--- config.mk ---
export PLATFORM = sky130hd
export DESIGN_NAME = lift_motion_sequencer_flat
export DESIGN_NICKNAME = d
export VERILOG_FILES = /design/src/rtl/lift_pkg.sv /design/src/rtl/lift_motion_sequencer_if.sv /design/src/rtl/lift_cycle_timer.sv /design/src/rtl/lift_motion_sequencer.sv /design/src/flat_wrapper.sv
export SDC_FILE = /design/constraint.sdc
export NUM_CORES = 1
export LEC_CHECK = 0
export BUFFER_PORTS_ARGS = -buffer_cell sky130_fd_sc_hd__buf_4
export CORE_AREA = 2 2 54 81
export CTS_BUF_LIST = sky130_fd_sc_hd__clkbuf_16
export DETAILED_ROUTE_END_ITERATION = 10
export DIE_AREA = 0 0 56 83
export PLACE_DENSITY = 0.61
export SYNTH_ARGS = -nofsm -noshare
export SYNTH_HDL_FRONTEND = slang
export SYNTH_SLANG_ARGS = --single-unit
--- constraint.sdc ---
create_clock -name clk -period 2.97 [get_ports clk]
set_clock_uncertainty 0.2 [all_clocks]
set_input_delay 0.297 -clock clk [delete_from_list [all_inputs] [get_ports clk]]
set_output_delay 0.297 -clock clk [all_outputs]
set_load 0.02 [all_outputs]
--- src/rtl/lift_pkg.sv ---
`default_nettype none
// ============================================================================
//  Module      : lift_pkg
//  Description : Shared state encoding, default parameter values and helper
//                functions for the lift control blocks.
//  Revision    : 1.0  initial release
// ============================================================================
package lift_pkg;

    // Default configuration shared with the other lift blocks
    localparam int DEF_N_FLOORS          = 12;
    localparam int DEF_FLR_TRAVEL_CYCLES = 8;
    localparam int DEF_DOOR_MOVE_CYCLES  = 4;
    localparam int DEF_DOOR_OPEN_CYCLES  = 16;

    // Motion sequencer state encoding (visible on o_state)
    typedef enum logic [2:0] {
        IDLE         = 3'd0,
        MOVING       = 3'd1,
        DOOR_OPENING = 3'd2,
        DOOR_OPEN    = 3'd3,
        DOOR_CLOSING = 3'd4
    } lift_state_t;

    // A duration of zero cycles is meaningless; treat it as one cycle
    function automatic int clamp1(input int v);
        return (v < 1) ? 1 : v;
    endfunction

endpackage
`default_nettype wire

--- src/rtl/lift_motion_sequencer_if.sv ---
`default_nettype none
// ============================================================================
//  Module      : lift_motion_sequencer_if
//  Description : Request inputs and motion/door outputs of the lift motion
//                sequencer. The master side is the request-evaluation logic,
//                the slave side is the sequencer itself.
//  Revision    : 1.0  initial release
// ============================================================================
interface lift_motion_sequencer_if
    import lift_pkg::*;
#(
    parameter int N_FLOORS = DEF_N_FLOORS
);
    logic                i_motion;
    logic                i_direction;
    logic                i_has_rqst_at_stopped_flr;
    logic                i_door_hold;
    logic [N_FLOORS-1:0] o_flr_pos;
    logic                o_door_open;
    logic                o_motor_up;
    logic                o_motor_dn;
    logic                o_door_closed_pulse;
    logic [2:0]          o_state;

    modport master (
        output i_motion, i_direction, i_has_rqst_at_stopped_flr, i_door_hold,
        input  o_flr_pos, o_door_open, o_motor_up, o_motor_dn,
               o_door_closed_pulse, o_state
    );

    modport slave (
        input  i_motion, i_direction, i_has_rqst_at_stopped_flr, i_door_hold,
        output o_flr_pos, o_door_open, o_motor_up, o_motor_dn,
               o_door_closed_pulse, o_state
    );

endinterface
`default_nettype wire

--- src/rtl/lift_cycle_timer.sv ---
`default_nettype none
// ============================================================================
//  Module      : lift_cycle_timer
//  Description : Loadable down-counter. A loaded value of N makes o_done
//                assert in the N-th cycle after the load, so N is directly
//                the duration of the state that owns the timer.
//  Revision    : 1.0  initial release
// ============================================================================
module lift_cycle_timer #(
    parameter int WIDTH = 5
) (
    input  wire logic             clk,
    input  wire logic             reset,
    input  wire logic             i_load,
    input  wire logic [WIDTH-1:0] i_load_val,
    output logic                  o_done
);

    logic [WIDTH-1:0] r_count;

    // Load has priority; otherwise count down and park at zero
    always_ff @(posedge clk or negedge reset) begin
        if (!reset) begin
            r_count <= '0;
        end else if (i_load) begin
            r_count <= i_load_val;
        end else if (r_count != '0) begin
            r_count <= r_count - WIDTH'(1);
        end
    end

    assign o_done = (r_count == WIDTH'(1));

endmodule
`default_nettype wire

--- src/rtl/lift_motion_sequencer.sv ---
`default_nettype none
// ============================================================================
//  Module      : lift_motion_sequencer
//  Description : Sequences hoist travel between adjacent floors and the door
//                open/dwell/close cycle. One shared timer paces every state.
//                Optional macro DOOR_REOPEN_EN: door-hold during closing
//                reopens the door.
//  Revision    : 1.0  initial release
// ============================================================================
module lift_motion_sequencer
    import lift_pkg::*;
#(
    parameter int N_FLOORS          = DEF_N_FLOORS,
    parameter int FLR_TRAVEL_CYCLES = DEF_FLR_TRAVEL_CYCLES,
    parameter int DOOR_MOVE_CYCLES  = DEF_DOOR_MOVE_CYCLES,
    parameter int DOOR_OPEN_CYCLES  = DEF_DOOR_OPEN_CYCLES
) (
    input  wire logic               clk,
    input  wire logic               reset,
    lift_motion_sequencer_if.slave  bus
);

    localparam int c_travel = clamp1(FLR_TRAVEL_CYCLES);
    localparam int c_move   = clamp1(DOOR_MOVE_CYCLES);
    localparam int c_open   = clamp1(DOOR_OPEN_CYCLES);
    localparam int c_tmax_a = (c_travel > c_move) ? c_travel : c_move;
    localparam int c_tmax   = (c_tmax_a > c_open) ? c_tmax_a : c_open;
    localparam int c_tw     = $clog2(c_tmax + 1);

    localparam logic [c_tw-1:0]     c_travel_v = c_tw'(c_travel);
    localparam logic [c_tw-1:0]     c_move_v   = c_tw'(c_move);
    localparam logic [c_tw-1:0]     c_open_v   = c_tw'(c_open);
    localparam logic [N_FLOORS-1:0] c_floor0   = {{(N_FLOORS-1){1'b0}}, 1'b1};

    lift_state_t         r_state;
    lift_state_t         w_next_state;
    logic                r_dir;
    logic [N_FLOORS-1:0] r_flr_pos;
    logic [N_FLOORS-1:0] r_saved_pos;
    logic                r_closed_pulse;
    logic                w_load;
    logic [c_tw-1:0]     w_load_val;
    logic                w_start_move;
    logic                w_arrive;
    logic                w_move_legal;
    logic                w_timer_done;

    lift_cycle_timer #(
        .WIDTH (c_tw)
    ) u_timer (
        .clk        (clk),
        .reset      (reset),
        .i_load     (w_load),
        .i_load_val (w_load_val),
        .o_done     (w_timer_done)
    );

    // Moving past the top or bottom floor is refused; the car stays in IDLE
    assign w_move_legal = bus.i_direction ? ~r_flr_pos[N_FLOORS-1] : ~r_flr_pos[0];

    // State register
    always_ff @(posedge clk or negedge reset) begin
        if (!reset) begin
            r_state <= IDLE;
        end else begin
            r_state <= w_next_state;
        end
    end

    // Next-state decode and timer loading
    always_comb begin
        w_next_state = r_state;
        w_load       = 1'b0;
        w_load_val   = '0;
        w_start_move = 1'b0;
        w_arrive     = 1'b0;
        case (r_state)
            IDLE: begin
                // A waiting passenger at this floor wins over a move request
                if (bus.i_has_rqst_at_stopped_flr) begin
                    w_next_state = DOOR_OPENING;
                    w_load       = 1'b1;
                    w_load_val   = c_move_v;
                end else if (bus.i_motion && w_move_legal) begin
                    w_next_state = MOVING;
                    w_load       = 1'b1;
                    w_load_val   = c_travel_v;
                    w_start_move = 1'b1;
                end
            end
            MOVING: begin
                if (w_timer_done) begin
                    w_next_state = IDLE;
                    w_arrive     = 1'b1;
                end
            end
            DOOR_OPENING: begin
                if (w_timer_done) begin
                    w_next_state = DOOR_OPEN;
                    w_load       = 1'b1;
                    w_load_val   = c_open_v;
                end
            end
            DOOR_OPEN: begin
                // Holding the button restarts the full dwell every cycle
                if (bus.i_door_hold) begin
                    w_load     = 1'b1;
                    w_load_val = c_open_v;
                end else if (w_timer_done) begin
                    w_next_state = DOOR_CLOSING;
                    w_load       = 1'b1;
                    w_load_val   = c_move_v;
                end
            end
            DOOR_CLOSING: begin
`ifdef DOOR_REOPEN_EN
                if (bus.i_door_hold) begin
                    w_next_state = DOOR_OPENING;
                    w_load       = 1'b1;
                    w_load_val   = c_move_v;
                end else if (w_timer_done) begin
                    w_next_state = IDLE;
                end
`else
                if (w_timer_done) begin
                    w_next_state = IDLE;
                end
`endif
            end
            default: begin
                w_next_state = IDLE;
            end
        endcase
    end

    // Position, latched direction and door-closed pulse
    always_ff @(posedge clk or negedge reset) begin
        if (!reset) begin
            r_flr_pos      <= c_floor0;
            r_saved_pos    <= c_floor0;
            r_dir          <= 1'b0;
            r_closed_pulse <= 1'b0;
        end else begin
            r_closed_pulse <= (r_state == DOOR_CLOSING) && (w_next_state == IDLE);
            if (w_start_move) begin
                r_dir       <= bus.i_direction;
                r_saved_pos <= r_flr_pos;
                r_flr_pos   <= '0;
            end else if (w_arrive) begin
                r_flr_pos <= r_dir ? (r_saved_pos << 1) : (r_saved_pos >> 1);
            end
        end
    end

    assign bus.o_flr_pos           = r_flr_pos;
    assign bus.o_state             = r_state;
    assign bus.o_door_open         = (r_state == DOOR_OPENING) || (r_state == DOOR_OPEN);
    assign bus.o_motor_up          = (r_state == MOVING) &&  r_dir;
    assign bus.o_motor_dn          = (r_state == MOVING) && !r_dir;
    assign bus.o_door_closed_pulse = r_closed_pulse;

endmodule
`default_nettype wire
--- src/flat_wrapper.sv ---
// flat-port wrapper written by rule: the top's interface ports become plain ports
module lift_motion_sequencer_flat import lift_pkg::*;
#(
    parameter int N_FLOORS          = DEF_N_FLOORS,
    parameter int FLR_TRAVEL_CYCLES = DEF_FLR_TRAVEL_CYCLES,
    parameter int DOOR_MOVE_CYCLES  = DEF_DOOR_MOVE_CYCLES,
    parameter int DOOR_OPEN_CYCLES  = DEF_DOOR_OPEN_CYCLES
)
  (clk, reset, bus_i_motion, bus_i_direction, bus_i_has_rqst_at_stopped_flr, bus_i_door_hold, bus_o_flr_pos, bus_o_door_open, bus_o_motor_up, bus_o_motor_dn, bus_o_door_closed_pulse, bus_o_state);
  lift_motion_sequencer_if #(.N_FLOORS(N_FLOORS)) bus_i ();
  input  wire logic clk;
  input  wire logic reset;
  input wire logic [$bits(bus_i.i_motion)-1:0] bus_i_motion;
  input wire logic [$bits(bus_i.i_direction)-1:0] bus_i_direction;
  input wire logic [$bits(bus_i.i_has_rqst_at_stopped_flr)-1:0] bus_i_has_rqst_at_stopped_flr;
  input wire logic [$bits(bus_i.i_door_hold)-1:0] bus_i_door_hold;
  output wire logic [$bits(bus_i.o_flr_pos)-1:0] bus_o_flr_pos;
  output wire logic [$bits(bus_i.o_door_open)-1:0] bus_o_door_open;
  output wire logic [$bits(bus_i.o_motor_up)-1:0] bus_o_motor_up;
  output wire logic [$bits(bus_i.o_motor_dn)-1:0] bus_o_motor_dn;
  output wire logic [$bits(bus_i.o_door_closed_pulse)-1:0] bus_o_door_closed_pulse;
  output wire logic [$bits(bus_i.o_state)-1:0] bus_o_state;
  assign bus_i.i_motion = bus_i_motion;
  assign bus_i.i_direction = bus_i_direction;
  assign bus_i.i_has_rqst_at_stopped_flr = bus_i_has_rqst_at_stopped_flr;
  assign bus_i.i_door_hold = bus_i_door_hold;
  assign bus_o_flr_pos = bus_i.o_flr_pos;
  assign bus_o_door_open = bus_i.o_door_open;
  assign bus_o_motor_up = bus_i.o_motor_up;
  assign bus_o_motor_dn = bus_i.o_motor_dn;
  assign bus_o_door_closed_pulse = bus_i.o_door_closed_pulse;
  assign bus_o_state = bus_i.o_state;
  lift_motion_sequencer #(.N_FLOORS(N_FLOORS), .FLR_TRAVEL_CYCLES(FLR_TRAVEL_CYCLES), .DOOR_MOVE_CYCLES(DOOR_MOVE_CYCLES), .DOOR_OPEN_CYCLES(DOOR_OPEN_CYCLES)) u_core (.clk(clk), .reset(reset), .bus(bus_i));
endmodule
* Word-level counts from Yosys, hierarchy flattened *
Index checks and enable logic that the tools add are counted.

operators by class
  add/subtract/negate cells = 1
  $mul = 0
  div/mod/pow operators = 0
  order comparisons = 0
  equality and inequality tests = 5
  shift-type cells = 0
  mux-type cells = 27
  bitwise operators = 2
  reductions and logical operators = 12

operators with widths
  operator                                                                number
  12-bit two-way mux                                                      3
  5-bit two-way mux                                                       5
  3-bit two-way mux                                                       7
  5-bit case mux with 3 select lines                                      1
  3-bit case mux with 4 select lines                                      1
  1-bit two-way mux                                                       8
  3-bit by 2-bit equality test with 1-bit output (second input constant)  2
  3-bit logical NOT                                                       2
  5-bit by 1-bit equality test with 1-bit output (second input constant)  1
  5-bit nonzero test                                                      1
  5-bit by 1-bit subtractor with 5-bit output (second input constant)     1
  1-bit logical AND                                                       4
  4-bit two-way mux                                                       1
  2-bit nonzero test                                                      2
  3-bit by 1-bit equality test with 1-bit output (second input constant)  1
  3-bit equality test (second input constant)                             1
  1-bit case mux with 3 select lines                                      1
  1-bit inverter                                                          2
  2-bit OR reduction                                                      1
  1-bit logical NOT                                                       1
  1-bit logical OR                                                        1

word-level totals
  register bits after elaboration = 34
  bits in latches = 0
  bits in writable memories = 0
  bits in read-only memories = 0
  bits of input ports = 6
  output and inout bits = 19
  logic and storage cells = 53
  memories kept = 0

* Longest topological paths before layout *
Gate-level depths: netlist of the first run.

  word-level depth = 8
  gate-level depth with buffers = 6
  depth with buffers taken out = 5

* Modules after synthesis *
A second synthesis of the first run with hierarchy kept.

second synthesis, totals
  cells, all modules = 151
  area total of the unflattened synthesis = 1735.4 um2

modules (own cells, without submodules)
  module                 instances  cells each  area each (um2)  sequential area each (um2)
  lift_motion_sequencer  1          122         1432.6           728.2
  lift_cycle_timer       1          29          302.8            125.1

* Worst setup path after synthesis of the first run *
Ideal clock, no wire load.

  kind = register to register
  start = register u_core.r_state[1] (netlist: u_core.bus.o_state[1])
  end = register u_core.r_saved_pos[10]
  setup time = 125 ps
  arrival time = 1931 ps
  required time = 2645 ps
  slack = 714 ps
  stages on the path, launching flop included = 6
  path buffers = 2
  period minus slack after synthesis = 2256 ps
  path through = dfrtp_1 > buf_6 > or4b_4 > nor3_2 > buf_4 > mux2_2

on the way
  cells in the longest elaborated chain, start to end = 2

ends and longest elaborated chain
  item                      line                          source
  start: declaration        lift_motion_sequencer.sv:35   lift_state_t r_state;
  start signal: assignment  lift_motion_sequencer.sv:66   r_state <= w_next_state;
  3-bit logical NOT         lift_motion_sequencer.sv:77   case (r_state)
  1-bit two-way mux         lift_motion_sequencer.sv:77
  end signal: assignment    lift_motion_sequencer.sv:140  r_saved_pos <= c_floor0;
  end signal: assignment    lift_motion_sequencer.sv:147  r_saved_pos <= r_flr_pos;
  end: declaration          lift_motion_sequencer.sv:39   logic [N_FLOORS-1:0] r_saved_pos;

Every way passes these cells.
A chain may end at the register's enable or synchronous reset.

* Worst setup path after layout of the first run *
  start = register u_core.u_timer.r_count[1]
  end = register u_core.u_timer.r_count[2]

on the way
  cells in the longest elaborated chain, start to end = 5
  elaborated cells on any way between the ends = 12
  those cells by class = 1 x add/sub; 1 x eq/ne; 8 x mux; 2 x reduce/logical

ends and longest elaborated chain
  item                                                                                      line                                                       source
  start: declaration                                                                        lift_cycle_timer.sv:19                                     logic [WIDTH-1:0] r_count;
  start signal: assignment                                                                  lift_cycle_timer.sv:26                                     r_count <= i_load_val;
  start signal: assignment                                                                  lift_cycle_timer.sv:28                                     r_count <= r_count - WIDTH'(1);
  5-bit by 1-bit equality test with 1-bit output                                            lift_cycle_timer.sv:32                                     assign o_done = (r_count == WIDTH'(1));
  3-bit two-way mux or 1-bit two-way mux (tied branches)                                    lift_motion_sequencer.sv:109, lift_motion_sequencer.sv:98
  5-bit two-way mux or 1-bit two-way mux (tied branches)                                    lift_motion_sequencer.sv:106                               if (bus.i_door_hold) begin
  5-bit case mux with 3 select lines or 1-bit case mux with 3 select lines (tied branches)  lift_motion_sequencer.sv:77
  5-bit two-way mux or 2-bit nonzero test (tied branches)                                   -

Parallel ways exist; a longest one is shown, timed or not. The select of a mux whose other input is x is not followed.

==> reports/metrics.cfg, run 1 <==
[run_status]
status = completed

[route]
drt-pass1-iter-count = 4
routedWlPerCell_um = 16.9
drtAntennaViolNets = 0
wirelength_um = 3630
drcViolationCount = 0
routed_via_density = 5.72
vias = 1230
drt-initial-drc-count = 32

[setup_path]
rr_endpoint = u_core.u_timer.r_count[2]
slowest_stage = or4b_2
max_stage_delay_ns = 0.70
worstPathArrival_ns = 2.21
timing.rr.start = u_core.u_timer.r_count[1]
critical_path.cell_chain = inv_1, ha_1, or4b_2, o22ai_1, o32ai_1
critPathCaptureType = flip-flop
required_ns = 2.91
cp_max_fo = 7
rrSetupSlack_ns = 0.70
worstSetupPathType = reg -> reg
cp-start-kind = flip-flop
reg2reg_depth = 5

[timing]
finalSetupTns_ns = 0
fmax_mhz = 440
min_period_over_period = 0.765
slew_headroom = 0.533
hold_slack_ns = 0.0764
setup_ws_ns = 0.697
setup_viol = 0
rsz0062_at_grt = no
hold_viol = 0
finalCriticalPeriod_ns = 2.27
finalMaxSlewViolations = 0
worstMarginPinSlew_ns = 0.700

[cts]
path_clk_slew_ns = 0.05
cts_setup_buffers = 0
clock_latency_ns = 0.27
cts_max_level = 2
root_buffer = clkbuf_16
clockBufferDepth = 2
postCtsHoldBufs = 1
cts_tree = done
cts_resized = 0
cts_buffers = 5
cts_num_sinks = 34

[floorplanning]
rows = 28
start_util = 0.434
fp.coreArea_sq_mm = 0.00392
die_h_um = 83
die-area_sq_mm = 0.00465
die_w_um = 56
ioPinCount = 25

[global_route]
grt_max_degree = 35
grt_first_pass_wirelength_um = 6120
grt_pass1_vias = 1250
antenna_found_initial = 0
grt_overflow = 0
grt_use_total = 0.166

[worst_hold_path]
hp-class = in -> reg
min_path_cells = 2
min_to = u_core.r_dir
worstHoldStart = bus_i_direction

[power]
finalPower_mw = 2.32
vdd.ir_drop.worst_mv = 0.735
power_density_mw_per_mm2 = 1130
p_leak_nw = 0.880

[final_layout]
multi_input_area_sq_um = 781
fillers = 370
layout_commonest_cell = dfrtp_1
layout_common_cells = dfrtp_1 (32), buf_4 (28), a21oi_1 (14), mux2_2 (11), mux2i_1 (11)
antenna_cells = 0
areaGrowthSynthToFinish_pct = 21.0
final-seq-area_sq_um = 853
drive_gt1_frac = 0.335
final_cells = 215
nNetsFinal = 178

[placed_design]
gp_congestion = 0.818
pre_cts_ws_ns = 0.710
dp_cells = 206
dp_hpwl_um = 2490
portBuffers = 24

[synth]
synthCells = 144
synth-seq-area-share = 0.501
synthesis.area_sq_mm = 0.00170
yosysUniqueCellTypes = 41
synth_flop_cell = dfrtp_1
ys_seq_elements = 34
synth_fp_nets = 153
async_flop_share = 1.00
syn_area_per_cell_sq_um = 11.8
yosys_warnings = 0
synth_edf_count = 0

[run]
cap_violations = 0

==> stage by stage <==
step | instance area [sq um] | util
2_1_floorplan | 1700 | -
3_3_place_gp | 1910 | 0.487
3_5_place_dp | 1910 | 0.487
4_1_cts | 2060 | 0.525
5_1_grt | 2060 | 0.525
6_report | 2060 | 0.525
==> worst max-delay path, delay by kind of cell (launching register included) <==
family                     cells  cell delay, ns
DFF                            1            0.38
adders and majority gates      1            0.18
buffers and inverters          1            0.12
AOI/OAI and AO/OA              2            0.57
and+or+nand+nor                1            0.70
==> routing by layer <==
metal	GRT usage	part of all wire	vias to the layer above
met1	0.206	0.41	604
met5	0	0	-
met3	0.0343	0.040	7
met4	0.0649	0.014	0
met2	0.279	0.53	33
li1	-	-	586
==> cell families after synthesis <==
| kind of cell | share of synthesized area |
|---|---|
| adders and majority gates | 0.0221 |
| buffers and inverters | 0.0397 |
| AOI/OAI and AO/OA | 0.141 |
| DFF | 0.501 |
| xor gates and xnor gates | 0.0206 |
| muxes | 0.164 |
| and+or+nand+nor | 0.111 |
==> power by group <==
part / internal (mW) / switching, mW
registers: 0.680 / 0.243
clock network: 0.302 / 0.173
logic: 0.472 / 0.451
==> registers in the layout (all words and copies together), names as in the netlist <==
signal and flops:
u_core.bus.o_state 3, u_core.bus.o_flr_pos 12, u_core.r_dir 1, u_core.u_timer.r_count 5, u_core.r_saved_pos 12, u_core.bus.o_door_closed_pulse 1
==> worst max path at each step <==
stage / startpoint / end / slack [ns] / depth (start not counted)
floorplan: u_core.bus.o_state[1] / u_core.r_saved_pos[10] / 0.71 / 5
global placement: u_core.bus.o_state[1] / u_core.r_dir / 0.73 / 3
detailed placement: u_core.u_timer.r_count[1] / u_core.bus.o_flr_pos[8] / 0.71 / 5
CTS: u_core.u_timer.r_count[1] / u_core.bus.o_flr_pos[8] / 0.68 / 5
global route: u_core.u_timer.r_count[1] / u_core.bus.o_flr_pos[8] / 0.51 / 5
finish: u_core.u_timer.r_count[1] / u_core.u_timer.r_count[2] / 0.70 / 5
==> cell usage after synthesis, drive strengths merged, types with 2 or more instances <==
| cell | instances | area share |
|---|---|---|
| nor3b | 2 | 0.0088 |
| inv | 3 | 0.0066 |
| nand2b | 3 | 0.011 |
| a211oi | 10 | 0.044 |
| o21ai | 4 | 0.012 |
| o32ai | 2 | 0.010 |
| mux2 | 14 | 0.099 |
| xnor2 | 4 | 0.021 |
| nor3 | 3 | 0.012 |
| a21oi | 14 | 0.041 |
| nor4b | 3 | 0.019 |
| nor2b | 2 | 0.0074 |
| or4b | 2 | 0.014 |
| dfstp | 2 | 0.031 |
| ha | 3 | 0.022 |
| nor2 | 5 | 0.012 |
| o31ai | 2 | 0.0088 |
| buf | 6 | 0.022 |
| dfrtp | 32 | 0.47 |
| clkbuf | 5 | 0.011 |
| mux2i | 11 | 0.065 |
==> layout make-up <==
type / count / area share
clock buffer: 5 / 0.0608
clock inverter: 3 / 0.00608
inverter: 3 / 0.00547
multi-input combinational: 96 / 0.379
sequential: 34 / 0.414
tap: 45 / 0.0273
timing repair buffer: 29 / 0.107
(Power assumes the default switching activity.)
==> inputs of run 2 (changes only) <==
==> constraint.sdc (replaced) <==
create_clock -name clk -period 2.1 [get_ports clk]
set_clock_uncertainty 0.2 [all_clocks]
set_input_delay 0.21 -clock clk [delete_from_list [all_inputs] [get_ports clk]]
set_output_delay 0.21 -clock clk [all_outputs]
set_load 0.02 [all_outputs]
==> run 2 against run 1 <==
Net effect:
- fmax grew 10%
- largest power group is now combinational logic
- combinational power grew 70%
- clock power grew 47%
- cell count grew 6.5%
- largest cell class unchanged
- worst setup slack lost 0.66 ns
- global-route usage grew 2.1 points
- register-to-register slack lost 0.66 ns
- power grew 51%
- die area is the same
==> reports/metrics.cfg, run 2 (synthesis results as in run 1) <==
[run_status]
status = completed

[setup_path]
timing.rr.start = u_core.bus.o_state[2]
worstSetupPathType = reg -> reg
reg2reg_depth = 4  ; -1
rr_endpoint = u_core.r_saved_pos[10]
critPathCaptureType = flip-flop
rrSetupSlack_ns = 0.04  ; -0.66 ns
worstPathArrival_ns = 2.02  ; -0.19 ns
required_ns = 2.06  ; -0.85 ns
cp-start-kind = flip-flop
cp_max_fo = 11  ; +4

[final_layout]
drive_gt1_frac = 0.402  ; +0.0669
antenna_cells = 0  ; unchanged
nNetsFinal = 192  ; +7.9%
final-seq-area_sq_um = 856  ; +0.29%
multi_input_area_sq_um = 826  ; +5.8%
layout_commonest_cell = buf_4
stdcell_area_sq_mm = 0.00226  ; +9.8%
layout_common_cells = buf_4 (38), dfrtp_1 (30), a21oi_1 (14), mux2i_1 (11)
fillers = 321  ; -13%
areaGrowthSynthToFinish_pct = 32.9

[route]
routed_via_density = 5.76  ; +0.68%
drtAntennaViolNets = 0  ; unchanged
drt-pass1-iter-count = 4  ; unchanged
wirelength_um = 4100  ; +13%
vias = 1319  ; +7.2%
routedWlPerCell_um = 17.9  ; +6.1%
drcViolationCount = 0  ; unchanged
drt-initial-drc-count = 54  ; +69%

[worst_hold_path]
worstHoldStart = bus_i_has_rqst_at_stopped_flr
min_path_cells = 3  ; +1
hp-class = in -> reg
min_to = u_core.bus.o_state[1]

[global_route]
antenna_found_initial = 0  ; unchanged
grt_overflow = 0  ; unchanged
grt_pass1_vias = 1444  ; +16%
grt_use_total = 0.187  ; +0.0206
grt_max_degree = 35  ; unchanged
grt_first_pass_wirelength_um = 6900  ; +13%

[cts]
path_clk_slew_ns = 0.06  ; about the same
clock_latency_ns = 0.27  ; about the same
cts_tree = done
cts_buffers = 5  ; unchanged
cts_max_level = 2  ; unchanged
clockBufferDepth = 2  ; unchanged
root_buffer = clkbuf_16
cts_num_sinks = 34  ; unchanged

[timing]
min_period_over_period = 0.981  ; +0.216
slew_headroom = 0.547  ; +0.0139
finalMaxSlewViolations = 0  ; unchanged
fmax_mhz = 485  ; +10%
hold_viol = 0  ; unchanged
rsz0062_at_grt = no
worstMarginPinSlew_ns = 0.679  ; -0.0208 ns
finalCriticalPeriod_ns = 2.06  ; -0.212 ns
setup_viol = 0  ; unchanged

[placed_design]
dp_hpwl_um = 2710  ; +9.1%
gp_congestion = 0.786  ; -3.9%
portBuffers = 24  ; unchanged
placed_area_sq_mm = 0.00205  ; +7.5%

[floorplanning]
ioPinCount = 25  ; unchanged
die_w_um = 56  ; unchanged
fp.coreArea_sq_mm = 0.00392  ; unchanged
die-area_sq_mm = 0.00465  ; unchanged
start_util = 0.434  ; unchanged
die_h_um = 83  ; unchanged
rows = 28  ; unchanged

[power]
power_density_mw_per_mm2 = 1550  ; +38%
vdd.ir_drop.worst_mv = 1.02  ; +39%
p_leak_nw = 0.975  ; +11%
finalPower_mw = 3.51  ; +51%

[run]
cap_violations = 0  ; unchanged

## run 2: cell types whose count changed in the layout (fill, tap and decap cells not counted), moves of 2 or more
cell     delta
buf_12      +2
buf_4      +10
dfrtp_1     -2
dfrtp_2     +2
mux2_2      -7
mux2_4      +7
## run 2: routing by layer
layer | wire length [um] | share of wire | GRT usage | up-vias
li1 | - | - | - | 614
met1 | 1730 | 0.42 | 0.221 | 674
met2 | 2180 | 0.53 | 0.325 | 25
met3 | 126 | 0.031 | 0.0374 | 6
met4 | 64 | 0.016 | 0.0736 | 0
met5 | 0 | 0 | 0 | -
## run 2: area by class of cell
type	instances	share of cell area
Sequential cell	34	0.379
Multi-Input combinational cell	96	0.365
Timing Repair Buffer	43	0.164
Clock buffer	5	0.0553
Tap cell	45	0.0249
Clock inverter	3	0.00719
Inverter	3	0.00498
## run 2: worst max-delay path by stage
stage	startpoint	to	slack, ns
global placement	u_core.bus.o_state[2]	u_core.r_saved_pos[11]	0.05
global route	u_core.bus.o_state[2]	u_core.r_saved_pos[10]	0.002
detailed placement	u_core.bus.o_state[2]	u_core.r_dir	0.02
floorplan	u_core.bus.o_state[2]	u_core.r_dir	-0.14
finish	u_core.bus.o_state[2]	u_core.r_saved_pos[10]	0.04
CTS	u_core.bus.o_state[2]	u_core.r_dir	0.01
## run 2: repair_timing
item,in CTS,in global routing
endpoints found under the setup margin,0,23
endpoints found under the hold margin,33,0
gates resized for setup,0,4
hold buffers,2,0
buffers inserted,0,1
## run 2: where the power goes
group | leakage (nW) | switching [mW] | internal [mW]
Clock | 0.0672 | 0.267 | 0.432
Sequential | 0.409 | 0.271 | 0.963
Combinational | 0.499 | 0.766 | 0.806
Total | 0.975 | 1.30 | 2.20
## run 2: through the flow
step                      instances  setup WS, ns  hold WS (ns)  TNS, ns   util
after floorplan                 144        -0.142        -0.286    -1.13      -
after global placement          217        0.0476       -0.0210        0  0.524
after detailed placement        217        0.0242      -0.00914        0  0.524
after CTS                       227        0.0142        0.0390        0  0.565
after global routing            229       0.00161        0.0730        0  0.576
final                           229        0.0392        0.0447        0  0.576
## run 2: worst max-delay path, cell delays in order (launching register included)
cell and delay [ns]:
dfrtp_2 0.39, or4b_4 0.57, nor3_4 0.26, buf_12 0.18, mux2_2 0.34
